$ cat config.mk
export PLATFORM = sky130hd
export DESIGN_NAME = fetch_unit
export DESIGN_NICKNAME = d
export VERILOG_FILES = /design/src/rtl/fetch_unit.sv
export SDC_FILE = /design/constraint.sdc
export NUM_CORES = 1
export LEC_CHECK = 0
export ABC_AREA = 1
export BUFFER_PORTS_ARGS = -buffer_cell sky130_fd_sc_hd__buf_2
export CAP_MARGIN = 20
export CORE_ASPECT_RATIO = 0.5
export CORE_MARGIN = 5
export CORE_UTILIZATION = 40
export DETAILED_ROUTE_END_ITERATION = 16
export GPL_ROUTABILITY_DRIVEN = 0
export PLACE_DENSITY_LB_ADDON = 0.05
export SYNTH_ARGS = -nofsm -noshare
export SYNTH_HDL_FRONTEND = slang
export SYNTH_SLANG_ARGS = --single-unit
$ cat constraint.sdc
create_clock -name clk -period 3.95 [get_ports clk]
set_input_delay 0.5925 -clock clk [delete_from_list [all_inputs] [get_ports clk]]
set_output_delay 0.5925 -clock clk [all_outputs]
set_load 0.05 [all_outputs]
$ cat src/rtl/fetch_unit.sv
// fetch_unit -- instruction-fetch stage sitting directly upstream of the decoder.
//
// Holds the fetch PC and keeps at most one instruction-memory request
// outstanding on a req/ack handshake. Returned words go into a small circular
// queue together with their PC. The queue head is presented to the decoder
// with a valid/ready handshake. A redirect from execute flushes the queue and
// restarts fetch at the new PC. A request that is already in flight is allowed
// to finish (DRAIN state) so that the memory handshake is never broken, and its
// data is then dropped.
//
// Parameters:
//   RESET_PC     PC loaded on reset.
//   QUEUE_DEPTH  instruction-queue entries, 1..8.
//
// Ports:
//   clk, reset_n            clock; synchronous active-low reset
//   imem_req / imem_addr    fetch request and word-aligned address (held until ack)
//   imem_ack / imem_rdata   response strobe (zero-wait allowed) and instruction word
//   redirect / redirect_pc  one-cycle restart pulse and target (bits [1:0] ignored)
//   instr_valid / instr / instr_pc / instr_ready   queue head toward the decoder
//
// Optional build macro FETCH_PERF_EN adds perf_fetch_cnt (decoder handshakes)
// and perf_flush_cnt (redirect pulses). Both are 32-bit and wrap.

module fetch_unit #(
  parameter logic [31:0] RESET_PC    = 32'h0000_0000,
  parameter int unsigned QUEUE_DEPTH = 2
) (
  input  logic        clk,
  input  logic        reset_n,
  output logic        imem_req,
  output logic [31:0] imem_addr,
  input  logic        imem_ack,
  input  logic [31:0] imem_rdata,
  input  logic        redirect,
  input  logic [31:0] redirect_pc,
  output logic        instr_valid,
  output logic [31:0] instr,
  output logic [31:0] instr_pc,
  input  logic        instr_ready
`ifdef FETCH_PERF_EN
  ,
  output logic [31:0] perf_fetch_cnt,
  output logic [31:0] perf_flush_cnt
`endif
);

  localparam int unsigned PTR_W = (QUEUE_DEPTH > 1) ? $clog2(QUEUE_DEPTH) : 1;
  localparam int unsigned CNT_W = $clog2(QUEUE_DEPTH + 1);
  localparam logic [PTR_W-1:0] LAST_PTR  = PTR_W'(QUEUE_DEPTH - 1);
  localparam logic [CNT_W-1:0] DEPTH_CNT = CNT_W'(QUEUE_DEPTH);

  typedef enum logic [0:0] {
    RUN   = 1'b0,
    DRAIN = 1'b1
  } stateT;

  // Circular pointer increment that also works for non-power-of-two depths.
  function automatic logic [PTR_W-1:0] ptrInc(input logic [PTR_W-1:0] ptr);
    if (ptr == LAST_PTR) begin
      return {PTR_W{1'b0}};
    end else begin
      return ptr + PTR_W'(1);
    end
  endfunction

  // Registers
  stateT             stateR;
  logic [31:0]       fetchPcR;   // address of the current/next request
  logic [31:0]       drainPcR;   // restart target while waiting for a stale ack
  logic [PTR_W-1:0]  headR;
  logic [PTR_W-1:0]  tailR;
  logic [CNT_W-1:0]  countR;
  logic [31:0]       instrQR [QUEUE_DEPTH];
  logic [31:0]       pcQR    [QUEUE_DEPTH];

  // Next-state signals
  stateT             nextStateS;
  logic [31:0]       nextFetchPcS;
  logic [31:0]       nextDrainPcS;
  logic [PTR_W-1:0]  nextHeadS;
  logic [PTR_W-1:0]  nextTailS;
  logic [CNT_W-1:0]  nextCountS;

  logic [31:0]       targetPcS;
  logic              issueS;
  logic              ackS;
  logic              pushS;
  logic              popS;

  // Masking keeps every redirect_pc bit in use while forcing word alignment.
  assign targetPcS = redirect_pc & 32'hFFFF_FFFC;

  // In RUN the raised request itself is the single outstanding slot, so the
  // issue rule reduces to "queue has room". In DRAIN the stale request must
  // stay up until its ack. Gating with reset_n keeps req low throughout reset,
  // including before the first clock edge.
  assign issueS    = (stateR == DRAIN) ? 1'b1 : (countR < DEPTH_CNT);
  assign imem_req  = reset_n & issueS;
  assign imem_addr = fetchPcR;

  assign ackS  = imem_req & imem_ack;
  assign popS  = (countR != {CNT_W{1'b0}}) & instr_ready;
  // Acked data is only kept in RUN when no redirect overrides it.
  assign pushS = ackS & (stateR == RUN) & ~redirect;

  assign instr_valid = (countR != {CNT_W{1'b0}});
  assign instr       = instrQR[headR];
  assign instr_pc    = pcQR[headR];

  // Fetch FSM: next state, next fetch PC and pending redirect target.
  always_comb begin
    nextStateS   = stateR;
    nextFetchPcS = fetchPcR;
    nextDrainPcS = drainPcR;
    case (stateR)
      RUN: begin
        if (redirect) begin
          if (imem_req && !imem_ack) begin
            // In-flight request cannot be withdrawn: wait for its ack.
            nextStateS   = DRAIN;
            nextDrainPcS = targetPcS;
          end else begin
            nextFetchPcS = targetPcS;
          end
        end else if (ackS) begin
          nextFetchPcS = fetchPcR + 32'd4;
        end else begin
          nextFetchPcS = fetchPcR;
        end
      end
      DRAIN: begin
        if (ackS) begin
          nextStateS   = RUN;
          nextFetchPcS = redirect ? targetPcS : drainPcR;
        end else if (redirect) begin
          nextDrainPcS = targetPcS;
        end else begin
          nextDrainPcS = drainPcR;
        end
      end
      default: begin
        nextStateS   = RUN;
        nextFetchPcS = fetchPcR;
      end
    endcase
  end

  // Queue pointer and occupancy update; a redirect empties the queue.
  always_comb begin
    nextHeadS  = headR;
    nextTailS  = tailR;
    nextCountS = countR;
    if (redirect) begin
      nextHeadS  = {PTR_W{1'b0}};
      nextTailS  = {PTR_W{1'b0}};
      nextCountS = {CNT_W{1'b0}};
    end else begin
      if (popS) begin
        nextHeadS = ptrInc(headR);
      end else begin
        nextHeadS = headR;
      end
      if (pushS) begin
        nextTailS = ptrInc(tailR);
      end else begin
        nextTailS = tailR;
      end
      case ({pushS, popS})
        2'b10:   nextCountS = countR + CNT_W'(1);
        2'b01:   nextCountS = countR - CNT_W'(1);
        default: nextCountS = countR;
      endcase
    end
  end

  // FSM, PC and queue bookkeeping registers.
  always_ff @(posedge clk) begin
    if (!reset_n) begin
      stateR   <= RUN;
      fetchPcR <= RESET_PC;
      drainPcR <= RESET_PC;
      headR    <= {PTR_W{1'b0}};
      tailR    <= {PTR_W{1'b0}};
      countR   <= {CNT_W{1'b0}};
    end else begin
      stateR   <= nextStateS;
      fetchPcR <= nextFetchPcS;
      drainPcR <= nextDrainPcS;
      headR    <= nextHeadS;
      tailR    <= nextTailS;
      countR   <= nextCountS;
    end
  end

  // Queue storage; cleared on reset so the head outputs read zero.
  always_ff @(posedge clk) begin
    if (!reset_n) begin
      for (int i = 0; i < int'(QUEUE_DEPTH); i++) begin
        instrQR[i] <= 32'h0000_0000;
        pcQR[i]    <= 32'h0000_0000;
      end
    end else if (pushS) begin
      instrQR[tailR] <= imem_rdata;
      pcQR[tailR]    <= fetchPcR;
    end
  end

`ifdef FETCH_PERF_EN
  logic [31:0] perfFetchCntR;
  logic [31:0] perfFlushCntR;

  assign perf_fetch_cnt = perfFetchCntR;
  assign perf_flush_cnt = perfFlushCntR;

  // Performance counters: decoder handshakes and redirect pulses, wrapping.
  always_ff @(posedge clk) begin
    if (!reset_n) begin
      perfFetchCntR <= 32'h0000_0000;
      perfFlushCntR <= 32'h0000_0000;
    end else begin
      if (popS) begin
        perfFetchCntR <= perfFetchCntR + 32'd1;
      end
      if (redirect) begin
        perfFlushCntR <= perfFlushCntR + 32'd1;
      end
    end
  end
`endif

endmodule

# Word level (Yosys, flattened, before mapping)
# Memory sizes are Yosys's and may differ from the RTL's. A register that Yosys moved wholly into a read port is not among the register bits.
# Index checks and enable logic that the tools add are counted.
word_totals:
  latchBits: 0
  ram_bits: 128
  rom_bits: 0
  register_bits: 69
  n_memories: 2
  inputBits: 69
  output_inout_bits: 98
mem_list:
  columns: ["name", "words", "word_bits", "rd", "rd_clocked_by_memory_dff", "wr", "line", "text"]
  rows:
  - ["instrQR", 2, 32, 1, 1, 2, "74", "logic [31:0] instrQR [QUEUE_DEPTH];"]
  - ["pcQR", 2, 32, 1, 1, 2, "75", "logic [31:0] pcQR [QUEUE_DEPTH];"]
op_classes:
  div_mod_pow: 0
  order_cmp: 1
  addsub: 5
  n_mul: 0
  reduce_logical: 9
  eq_ne: 8
  n_shift: 0
  bitwise_logic: 8
  n_mux: 32
ops:
  columns: ["op", "n"]
  rows:
  - ["$mux W32", 10]
  - ["$pmux W32 S2", 2]
  - ["$reduce_or A32 Y1", 2]
  - ["$add A32 B3 Y32 const B", 1]
  - ["$mux W1", 18]
  - ["$ne A3 B3 Y1 const B", 2]
  - ["$reduce_and A3 Y1", 2]
  - ["$and A1 B1 Y1", 5]
  - ["$ne A2 B1 Y1 const B", 2]
  - ["$ne A2 B2 Y1 const B", 2]
  - ["$pmux W2 S2", 1]
  - ["$reduce_bool A2 Y1", 2]
  - ["$not A1 Y1", 3]
  - ["$add A1 B1 Y1 const B", 2]
  - ["$add A2 B1 Y2 const B", 1]
  - ["$eq A2 B1 Y1 const B", 1]
  - ["$eq A2 B2 Y1 const B", 1]
  - ["$lt A2 B2 Y1 const B", 1]
  - ["$pmux W1 S2", 1]
  - ["$reduce_or A2 Y1", 1]
  - ["$sub A2 B1 Y2 const B", 1]
  - ["$logic_and A1 B1 Y1", 1]
  - ["$logic_not A1 Y1", 1]

# Longest topological paths before layout
# Gate-level depths: netlist (run 1).
depth:
  word_depth: 11
  depth_mapped: 11
  ltp_nobuf: 9

# Worst setup path after synthesis (run 1)
# OpenSTA, ideal clock, no wires.
synth_timing:
  path_kind: "in2reg"
  startpoint: "input reset_n"
  endpoint: "memory instrQR[1][0] (enable)"
  path_slack_ns: 0.391
  path_buffers: 3
  setup_time_ns: 0.424
  cell_stages: 9
  required_ns: 3.526
  arrival_time_ns: 3.135
  cell_sequence: "buf_4 > inv_4 > a21oi_4 > nand3_2 > nor2_1 > inv_2 > buf_6 > buf_6 > nand2_1"
synth_lines:
  columns: ["item", "line", "text"]
  rows:
  - ["start: declaration", "30", "input logic reset_n,"]
  - ["end: declaration", "74", null]

==> results of run 1 <==
## state kept, by name, indices dropped and copies added (netlist names), named ones only
register / flops
stateR: 1
tailR: 1
pcQR: 64
countR: 2
imem_addr: 32
instrQR: 64
headR: 1
drainPcR: 32
## synth_stat cells (all sizes together) (7+ instances only)
library cell,number,area [um^2]
inv,124,468
a22o,7,61.3
nor2,171,737
buf,34,233
nand2,169,649
edfxtp,128,3840
clkbuf,16,60.1
nand3,55,285
mux2,64,721
a21oi,63,327
o21ai,58,305
dfxtp,70,1400
## worst paths after layout
kind         cells past startpoint  slack, ns                     start                         to
min                              3       0.41            redirect_pc[9]   drainPcR[9]$_SDFFE_PN0P_
max reg2reg                      7       1.66    countR[1]$_SDFFE_PP0P_  drainPcR[25]$_SDFFE_PN0P_
min reg2reg                      2       0.45  drainPcR[5]$_SDFFE_PN0P_   drainPcR[5]$_SDFFE_PN0P_
max                              3       1.15                      flop                  instr[14]
## cells by family after synthesis
family                   count (synthesis)  share of synthesized area
AND/OR/NAND/NOR                        409                      0.188
flip-flops                             198                      0.562
buffers and inverters                  174                     0.0815
AO/OA/AOI/OAI                          145                     0.0874
multiplexers                            64                     0.0772
adder cells (fa/ha/maj)                  2                    0.00268
XOR/XNOR                                 1                   0.000939
## worst min-delay path, delay by kind of cell
| family | cells | cell delay [ns] |
|---|---|---|
| AO/OA/AOI/OAI | 1 | 0.05 |
| buffers and inverters | 1 | 0.10 |
| AND/OR/NAND/NOR | 1 | 0.05 |
## placed cells by master, fill, tap and decap left out, types with 3 or more instances in the layout
| cell | n |
|---|---|
| nand3_1 | 53 |
| o21ai_0 | 56 |
| clkbuf_16 | 17 |
| buf_2 | 164 |
| buf_4 | 8 |
| inv_6 | 3 |
| nand4_1 | 5 |
| a31oi_1 | 6 |
| clkinv_1 | 4 |
| nor3_1 | 4 |
| mux2_2 | 64 |
| buf_12 | 4 |
| dfxtp_1 | 69 |
| a22o_1 | 7 |
| edfxtp_1 | 128 |
| inv_1 | 120 |
| nor2_2 | 35 |
| o211ai_1 | 6 |
| a21oi_1 | 62 |
| inv_2 | 3 |
| nand2_1 | 165 |
| nor2_1 | 135 |
## power by group through the flow
stage / sequential, mW / clock, mW / combinational (mW)
2_1_floorplan: 2.49 / 0 / 0.413
3_3_place_gp: 2.41 / 0 / 0.701
3_5_place_dp: 2.41 / 0 / 0.704
4_1_cts: 2.37 / 1.74 / 0.706
5_1_grt: 2.38 / 1.83 / 0.755
6_report: 2.37 / 1.70 / 0.699
## metal layers
layer,global-route usage,wire (um)
met4,0.0608,405
met3,0.0339,1050
met1,0.275,12300
met5,0,0
met2,0.276,10800
## area by class of cell
| type | count | area share |
|---|---|---|
| tap | 307 | 0.0350 |
| clock inverter | 13 | 0.0119 |
| sequential | 198 | 0.479 |
| timing repair buffer | 176 | 0.0877 |
| multi-input combinational | 621 | 0.305 |
| clock buffer | 19 | 0.0395 |
| inverter | 124 | 0.0427 |
==> metrics.md, run 1 <==
| Metric | Value |
|---|---|
| Postcts setup bufs | 0 |
| CTS Hold Bufs | 0 |
| Share of power burned in registers | 0.497 |
| Crit path cell chain | buf_12 > mux2_2 > buf_2 |
| DRC | 0 |
| Synth Instances | around 1000 |
| H-Tree Depth | 4 |
| RSZ-0062 raised after global routing | no |
| # nets final | between 1000 and 1500 |
| TNS Setup | 0 ns |
| CP peak stage delay | around 0.8 ns |
| Post-Syn Nets | approximately 1100 |
| Initial antenna violation count | 0 |
| Dpl ws | 1.18 ns |
| Post-CTS sizing | 0 |
| Avg Inst Size Synth | ~9.4 um^2 |
| Diodes inserted | 0 |
| CTS Buffer Depth | 2 |
| WP data required | ~3.4 ns |
| Worst-path clk slew | 0.07 ns |
| Gr ovfl total | 0 |
| Vias | 7198 |
| Setup CP Type | reg -> out |
| Port bufs | between 150 and 200 |
| # clock sinks | around 200 |
| WP buf/inv | 2 |
| CTS tree | done |
| Distinct cells, synth | 36 |
| Area occupied by multi-input gates | ~3300 um^2 |
| Initial Utilization | 0.408 |
| Sw frac | 0.284 |
| Io pins | 167 |
| Number of DRC markers in iteration 0 | around 540 |
| Max VDD drop | 0.000253 V |
| Number of max-cap violations | 0 |
| Worst clock skew | 0.00773 ns |
| Layout cells sized above 1 | 0.276 |
| Final wirelength | between 20 and 25 mm |
| Final std cells w/o fill | 1458 |
| Worst-margin pin slew | 0.986 ns |
| Die Y-Extent | 118 um |
| Total CTS buffers | 17 |
| P_leak | around 4.6 nW |
| Final core occ | 0.479 |
| Global-route usage over all layers | 0.186 |
| DP Area | 10400 um^2 |
| FILL cells | 2235 |
| Period Utilization, post-route | 0.709 |
| EDFF count, synth | approximately 130 |
| Design Area, Final | 11000 um^2 |
| Sw power | around 1.4 mW |
| Combinational share of power | 0.147 |
| Setup WS post-layout | 1.15 ns |
| Period minus WS final | 2.80 ns |
| Vias in the first global route | 6837 |
| Final Setup Violations | 0 |
| Num rows | 39 |
| DRT Pass-1 Iters | 5 |
| #FFs+latches synth | 198 |
| Post-DRT Antenna Nets | 0 |
| Main synth FF type | edfxtp_1 |
| Synth Cell Area | roughly 9300 um^2 |
| Root buffer cell | clkbuf_16 |
| Critical path startpoint category | flop |
| WL per Instance | 16.8 um |
| Largest net degree at the start of global routing | 66 |
| Vias per cell | just under 5 |
| Crit. End Element | output pin |
| Slew HR | 0.343 |
| Final HPWL DP | 16.3 mm |
| Worst path slowest cell | dfxtp_2 |
| Hold crit path type | in -> reg |
| Area growth syn-to-layout | 17.5% |
| Clock latency at the later pin of the worst-skew pair | 0.44 ns |
| Max Fclk | 357 MHz |
| Pwr Total | 4.77 mW |
| Max Transition Viols Final | 0 |
| WHS | 0.413 ns |
| Async set or reset register ratio after synthesis | 0 |
| FF/Latch Area | between 5000 and 6000 um^2 |
| WP data arrival | 2.21 ns |
| Die area | 26700 um^2 |
| First-pass GRT wire length | 38.8 mm |
| Ys Warns | 0 |
| Crit-path leading delay family | flip-flops |
| Die Wd | 226 um |
| Worst-path maximum fanout | 38 |
| Status | complete, no violations |
| Int Pwr | around 3.4 mW |
| Clock power share | 0.356 |
| Cells after DPL | between 1000 and 1500 |
| Seq/Total Area, Yosys | 0.562 |
| Core area | 22900 um^2 |
| Power per standard cell area | 435 nW/um^2 |
| Final hold vios | 0 |
(Power assumes the default switching activity.)
==> run 2, diff against run 1 <==
Settings changed: ABC_AREA 1 to 0.
Clock period 3.95 ns to 2.5 ns, I/O delays scaled along.
==> run 2 against run 1 <==
  * Utilization grew 1.2 points
  * First-iteration DRC count shrank 18%
  * Critical path type is now reg -> reg
  * Clock power grew 63%
  * Register-to-register slack lost 1.4 ns
  * Combinational power grew 50%
  * Largest power group unchanged
  * Critical path depth grew 2
  * Setup slack lost 0.91 ns
  * Sequential share of layout area shrank 1.0 points
==> metrics.md, run 2 <==
| Metric | Value |
|---|---|
| Post-CTS sizing | 0 (unchanged) |
| Synth Instances | 841 (-15%) |
| Max Transition Viols Final | 0 (unchanged) |
| Worst path slowest cell | or4b_4 |
| Sw frac | 0.280 (-0.00311) |
| CTS tree | done |
| Number of max-cap violations | 0 (unchanged) |
| Critical path startpoint category | flop |
| Io pins | 167 (unchanged) |
| CTS Buffer Depth | 2 (unchanged) |
| Vias | 6848 (-4.9%) |
| Dominant cell type by area after synthesis | edfxtp_1 |
| Period minus WS final | 2.26 ns |
| Root buffer cell | clkbuf_16 |
| DRC | 0 (unchanged) |
| Number of DRC markers in iteration 0 | 442 (-18%) |
| Max VDD drop | 0.000345 V (+37%) |
| Routed wl met2 | 11.4 mm (+5.5%) |
| Crit. End Element | flop |
| WP buf/inv | 0 (-2) |
| Crit path cell chain | nand4_1 > or4b_4 > nor4_2 > mux2_2 > a22o_1 |
| Share of power burned in registers | 0.493 (-0.004) |
| Die Wd | 225 um (-0.42%) |
| Main synth FF type | edfxtp_1 |
| Most frequent cells in the layout | buf_2 (164), and2_1 (129), edfxtp_1 (128) |
| Core area | 22800 um^2 (-0.43%) |
| Power per standard cell area | 673 nW/um^2 (+55%) |
| Design Area, Final | 11200 um^2 (+2.2%) |
| Synth Cell Area | 9250 um^2 (-0.87%) |
| Worst-path clk slew | 0.07 ns (about the same) |
| Hold crit path type | in -> reg |
| Ys Warns | 0 (unchanged) |
| Final hold vios | 0 (unchanged) |
| WL per Instance | 19.0 um (+13%) |
| WP data required | 2.84 ns (-0.52 ns) |
| Period Utilization, post-route | 0.903 |
| Count leader, synth | and2_1 |
| Final core occ | 0.491 (+0.0124) |
| Diodes inserted | 0 (unchanged) |
| Int Pwr | 5.42 mW (+59%) |
| Clock latency at the later pin of the worst-skew pair | 0.45 ns (about the same) |
| Final Setup Violations | 0 (unchanged) |
| Total CTS buffers | 17 (unchanged) |
| Combinational share of power | 0.139 (-0.008) |
| Area occupied by multi-input gates | 3770 um^2 (+13%) |
| Main area contributors after synthesis | edfxtp_1 (42%), dfxtp_1 (15%), and2_1 (8.7%), mux2_2 (8.0%), nand2_1 (4.7%) |
| CTS Hold Bufs | 0 (unchanged) |
| Max Used Layer | met5 |
| Wire length on met3 | 1.24 mm (+19%) |
| H-Tree Depth | 4 (unchanged) |
| Seq/Total Area, Yosys | 0.567 (+0.00494) |
| Area growth syn-to-layout | 21.0% |
| Final wirelength | 25.2 mm (+2.6%) |
| Distinct cells, synth | 61 (+69%) |
| FF/Latch Area | 5250 um^2 (unchanged) |
| Async set or reset register ratio after synthesis | 0 (unchanged) |
| Final HPWL DP | 16.6 mm (+1.8%) |
| Num rows | 39 (unchanged) |
| Initial Utilization | 0.406 (-0.00182) |
| Slew HR | 0.612 (+0.269) |
| DP Area | 10600 um^2 (+2.1%) |
| Met1 WL | 12.4 mm (+0.35%) |
| Clock power share | 0.368 (+0.012) |
| Die Y-Extent | 118 um (-0.40%) |
| Postcts setup bufs | 0 (unchanged) |
| Gr ovfl total | 0 (unchanged) |
| Crit-path leading delay family | simple AND/OR/NAND/NOR gates |
| DRT Pass-1 Iters | 5 (unchanged) |
| Setup CP Type | reg -> reg |
| Avg Inst Size Synth | 11.0 um^2 (+17%) |
| Top cells by count, synth | and2_1 (129), edfxtp_1 (128), nand2_1 (116), dfxtp_1 (70), mux2_2 (66) |
| Sw power | 2.11 mW (+56%) |
| Vias in the first global route | 6886 (+0.72%) |
| Commonest non-fill, non-tap cell in the layout | buf_2 |
| #FFs+latches synth | 198 (unchanged) |
| FILL cells | 2121 (-5.1%) |
| RSZ-0062 raised after global routing | no |
| Initial antenna violation count | 1 (+1) |
| Synth top area share | 0.416 (+0.00362) |
| Layout cells sized above 1 | 0.306 (+0.0298) |
| # nets final | 1074 (-11%) |
| Max Fclk | between 400 and 500 MHz |
| Worst clock skew | 0.0108 ns (+0.00306 ns) |
| Post-DRT Antenna Nets | 0 (unchanged) |
| EDFF count, synth | 128 (unchanged) |
| First-pass GRT wire length | 39.8 mm (+2.4%) |
| Largest regs | instrQR (64), pcQR (64) |
| Die area | 26500 um^2 (-0.81%) |
| Global-route usage over all layers | 0.192 (+0.00609) |
| Port bufs | 164 (unchanged) |
| Status | complete, no violations |
| Vias per cell | 5.18 (+4.8%) |
| Worst-path maximum fanout | 9 (-76%) |
| CP peak stage delay | 0.58 ns (-0.22 ns) |
| WP data arrival | 2.59 ns (+0.38 ns) |
| P_leak | 4.46 nW (-3.4%) |
| Largest net degree at the start of global routing | 65 (-1.5%) |
| Worst-margin pin slew | 0.578 ns (-0.408 ns) |
| Post-Syn Nets | 912 (-14%) |
| # clock sinks | 198 (unchanged) |
| TNS Setup | 0 ns (unchanged) |
run 2: metal layers:
layer  up-vias  GRT usage
li1       3342          -
met1      3343      0.277
met2       146      0.295
met3        15     0.0454
met4         2     0.0460
met5         -          0
run 2: final cells by class:
class	instances	area share
inverters	8	0.00268
well taps	307	0.0343
multi-input cells	576	0.336
clock buffers	18	0.0383
flip-flops and latches	198	0.469
clock inverters	14	0.0132
repair buffers	202	0.107
run 2: final timing paths:
check,to,cells after the start,slack [ns],from
setup / recovery,imem_addr[31]$_SDFFE_PN0P_,5,0.24,imem_addr[2]$_SDFFE_PN0P_
setup reg to reg,imem_addr[31]$_SDFFE_PN0P_,5,0.24,imem_addr[2]$_SDFFE_PN0P_
hold reg to reg,drainPcR[7]$_SDFFE_PN0P_,2,0.46,drainPcR[7]$_SDFFE_PN0P_
hold / removal,stateR$_SDFF_PN0_,2,0.17,imem_ack
run 2: stage by stage:
stage | worst slack [ns] | std cells | hold slack, ns | total power, mW
6_report | 0.243 | 1323 | 0.173 | 7.53
5_1_grt | 0.142 | 1323 | 0.165 | 7.83
4_1_cts | 0.248 | 1323 | 0.141 | 7.61
3_5_place_dp | 0.264 | 1291 | 0.452 | 4.84
3_3_place_gp | 0.273 | 1291 | 0.445 | 4.83
2_1_floorplan | -0.210 | 841 | 0.434 | 4.47
run 2: cell families after synthesis:
family | after synthesis | share of synthesized area
XOR/XNOR | 3 | 0.00284
buffers and inverters | 67 | 0.0303
multiplexers | 70 | 0.0847
AO/OA/AOI/OAI | 150 | 0.112
AND/OR/NAND/NOR | 351 | 0.201
adder cells (fa/ha/maj) | 2 | 0.00270
flip-flops | 198 | 0.567
run 2: power groups by stage:
stage | clock network (mW) | logic [mW] | registers (mW)
after global placement | 0 | 1.05 | 3.78
final | 2.77 | 1.05 | 3.72
after global routing | 2.98 | 1.12 | 3.73
after CTS | 2.84 | 1.06 | 3.71
after detailed placement | 0 | 1.05 | 3.79
after floorplan | 0 | 0.591 | 3.88
==> run 3, diff against run 2 <==
Settings changed: CORE_ASPECT_RATIO 0.5 to 0.9.
==> run 3 against run 2 <==
  * Critical endpoint is now instr_pc[3]
  * Clock power about the same
  * Non-clock buffer count up 8
  * Via count down 0.50%
  * Highest routed layer is now met4
==> metrics.md, run 3 (same netlist as run 2, synthesis figures left out) <==
| Metric | Value |
|---|---|
| Status | complete, no violations |
| RSZ-0062 raised after global routing | no |
| Combinational share of power | 0.138 (about the same) |
| Sw power | 2.14 mW (+1.4%) |
| # nets final | 1082 (+0.74%) |
| Layout cells sized above 1 | 0.314 (+0.00768) |
| Final std cells w/o fill | 1320 (-0.23%) |
| Area growth syn-to-layout | 21.8% |
| First-pass GRT wire length | 37.2 mm (-6.3%) |
| Power per standard cell area | 665 nW/um^2 (-1.1%) |
| Num rows | 52 (+33%) |
| Gr ovfl total | 0 (unchanged) |
| Clock latency at the later pin of the worst-skew pair | 0.44 ns (about the same) |
| Sw frac | 0.286 (+0.00527) |
| Commonest non-fill, non-tap cell in the layout | buf_2 |
| Hold crit path type | in -> reg |
| Hold path depth | 3 (+1) |
| GRT met2 Usage | 0.276 (-0.0191) |
| Io pins | 167 (unchanged) |
| Hold Path Sink | drainPcR[3]$_SDFFE_PN0P_ |
| Post-DRT Antenna Nets | 0 (unchanged) |
| Share of power burned in registers | 0.495 (+0.002) |
| Worst reg2reg path startpoint | imem_addr[5]$_SDFFE_PN0P_ |
| Global-route usage over all layers | 0.180 (-0.0120) |
| Worst-margin pin slew | 0.596 ns (+0.0180 ns) |
| Vias | 6814 (-0.50%) |
| DRC | 0 (unchanged) |
| Final core occ | 0.498 (+0.00622) |
| CTS tree | done |
| Final hold vios | 0 (unchanged) |
| Most frequent cells in the layout | buf_2 (164), and2_1 (129), edfxtp_1 (128) |
| Int Pwr | 5.36 mW (-1.2%) |
| WP data required | 2.12 ns (-0.72 ns) |
| Largest regs | instrQR (64), pcQR (64) |
| Worst-path clk slew | 0.08 ns (about the same) |
| Initial antenna violation count | 0 (-1) |
| Die Y-Extent | 154 um (+31%) |
| Postcts setup bufs | 0 (unchanged) |
| Cells after DPL | 1289 (-0.15%) |
| Period minus WS final | 2.24 ns (-0.0218 ns) |
| Worst clock skew | 0.0113 ns (+0.000504 ns) |
| Die area | 26300 um^2 (-0.68%) |
| Slew HR | 0.600 (-0.0121) |
| Area occupied by multi-input gates | 3770 um^2 (unchanged) |
| Total CTS buffers | 17 (unchanged) |
| H-Tree Depth | 4 (unchanged) |
| Post-CTS sizing | 0 (unchanged) |
| P_leak | 4.50 nW (+0.92%) |
| WL per Instance | 18.1 um (-5.0%) |
| Global-route met3 utilization | 0.0449 (-0.000432) |
| FILL cells | 2117 (-0.19%) |
| Pwr Total | 7.50 mW (-0.50%) |
| Vias in the first global route | 6534 (-5.1%) |
| Crit. End Element | output pin |
| Die Wd | 170 um (-24%) |
| Number of DRC markers in iteration 0 | 438 (-0.90%) |
| Final HPWL DP | 16.4 mm (-1.1%) |
| Number of max-cap violations | 0 (unchanged) |
| Largest net degree at the start of global routing | 51 (-22%) |
| Period Utilization, post-route | 0.894 (-0.00874) |
| Vias per cell | 5.16 (-0.27%) |
| Max Fclk | 447 MHz (+0.98%) |
| Clock power share | 0.367 (about the same) |
| Core area | 22600 um^2 (-0.64%) |
| Hold Crit Start | redirect_pc[3] |
| Initial Utilization | 0.409 (+0.00262) |
| Max Transition Viols Final | 0 (unchanged) |
| CP peak stage delay | 0.59 ns (about the same) |
| Critical path startpoint category | flop |
| Crit path cell chain | buf_12 > mux2_2 > buf_2 |
| # clock sinks | 198 (unchanged) |
| Final wirelength | 23.9 mm (-5.2%) |
| Reg-to-reg endpoint | imem_addr[31]$_SDFFE_PN0P_ |
| Root buffer cell | clkbuf_16 |
| Worst path slowest cell | dfxtp_4 |
| Most used routing layer | met2 |
| Setup CP Type | reg -> out |
| M1 GR Usage | 0.262 (-0.0151) |
| Worst-path maximum fanout | 23 (+14) |
| CTS Hold Bufs | 0 (unchanged) |
| Worst reg2reg setup slack | 0.33 ns (+0.09 ns) |
| Port bufs | 164 (unchanged) |
| FF/Latch Area | 5250 um^2 (about the same) |
| DRT Pass-1 Iters | 5 (unchanged) |
| R2R cell count | 5 (unchanged) |
| Final Setup Violations | 0 (unchanged) |
| CTS Buffer Depth | 2 (unchanged) |
| Diodes inserted | 0 (unchanged) |
| WP data arrival | 1.86 ns (-0.73 ns) |
| Max VDD drop | 0.000412 V (+19%) |
## run 3: changes by cell type in the layout (fill, tap and decap cells not counted)
cell	before	now
dfxtp_2	1	0
clkinv_4	0	1
clkinv_8	0	1
clkinv_2	2	0
clkbuf_1	1	0
buf_12	7	8
inv_8	1	4
bufinv_16	2	1
dfxtp_4	0	1
clkinvlp_4	2	3
inv_6	5	4
buf_4	31	38
clkinv_1	2	0
## run 3: per-stage QoR
stage	TNS (ns)	area, um^2	worst slack, ns	hold slack (ns)
2_1_floorplan	-13.45	9270	-0.210	0.434
3_3_place_gp	0	10700	0.238	0.446
3_5_place_dp	0	10700	0.226	0.453
4_1_cts	0	11300	0.213	0.171
5_1_grt	0	11300	0.160	0.165
6_report	0	11300	0.264	0.192
## run 3: how the worst max path moves through the flow
stage | end | slack (ns) | depth (start not counted)
after floorplan | instrQR[1][0]$_SDFFCE_PN0P_ | -0.21 | 6
after global placement | instrQR[0][21]$_SDFFCE_PN0P_ | 0.24 | 6
after detailed placement | instrQR[0][21]$_SDFFCE_PN0P_ | 0.23 | 6
after CTS | instr_pc[8] | 0.21 | 3
after global routing | instr_pc[8] | 0.16 | 3
final | instr_pc[3] | 0.26 | 3
## run 3: critical path, delay by kind of cell, from the launching register on
family / cells / cell delay, ns
DFF: 1 / 0.59
muxes: 1 / 0.36
buffers and inverters: 2 / 0.45
## run 3: final cells by class
class,count,area share
Sequential cell,198,0.466
Multi-Input combinational cell,576,0.334
Timing Repair Buffer,210,0.112
Clock buffer,17,0.0378
Tap cell,297,0.0330
Clock inverter,14,0.0140
Inverter,8,0.00267
## run 3: metal layers
| layer | routed length, um | up-vias |
|---|---|---|
| li1 | - | 3360 |
| met4 | 195 | 0 |
| met5 | 0 | - |
| met1 | 11400 | 3263 |
| met3 | 1280 | 15 |
| met2 | 11000 | 176 |
## run 3: power groups by stage
stage | Combinational [mW] | Clock, mW | Sequential (mW)
5_1_grt | 1.11 | 2.98 | 3.73
3_5_place_dp | 1.05 | 0 | 3.79
4_1_cts | 1.05 | 2.82 | 3.71
3_3_place_gp | 1.05 | 0 | 3.78
6_report | 1.04 | 2.75 | 3.71
2_1_floorplan | 0.591 | 0 | 3.88
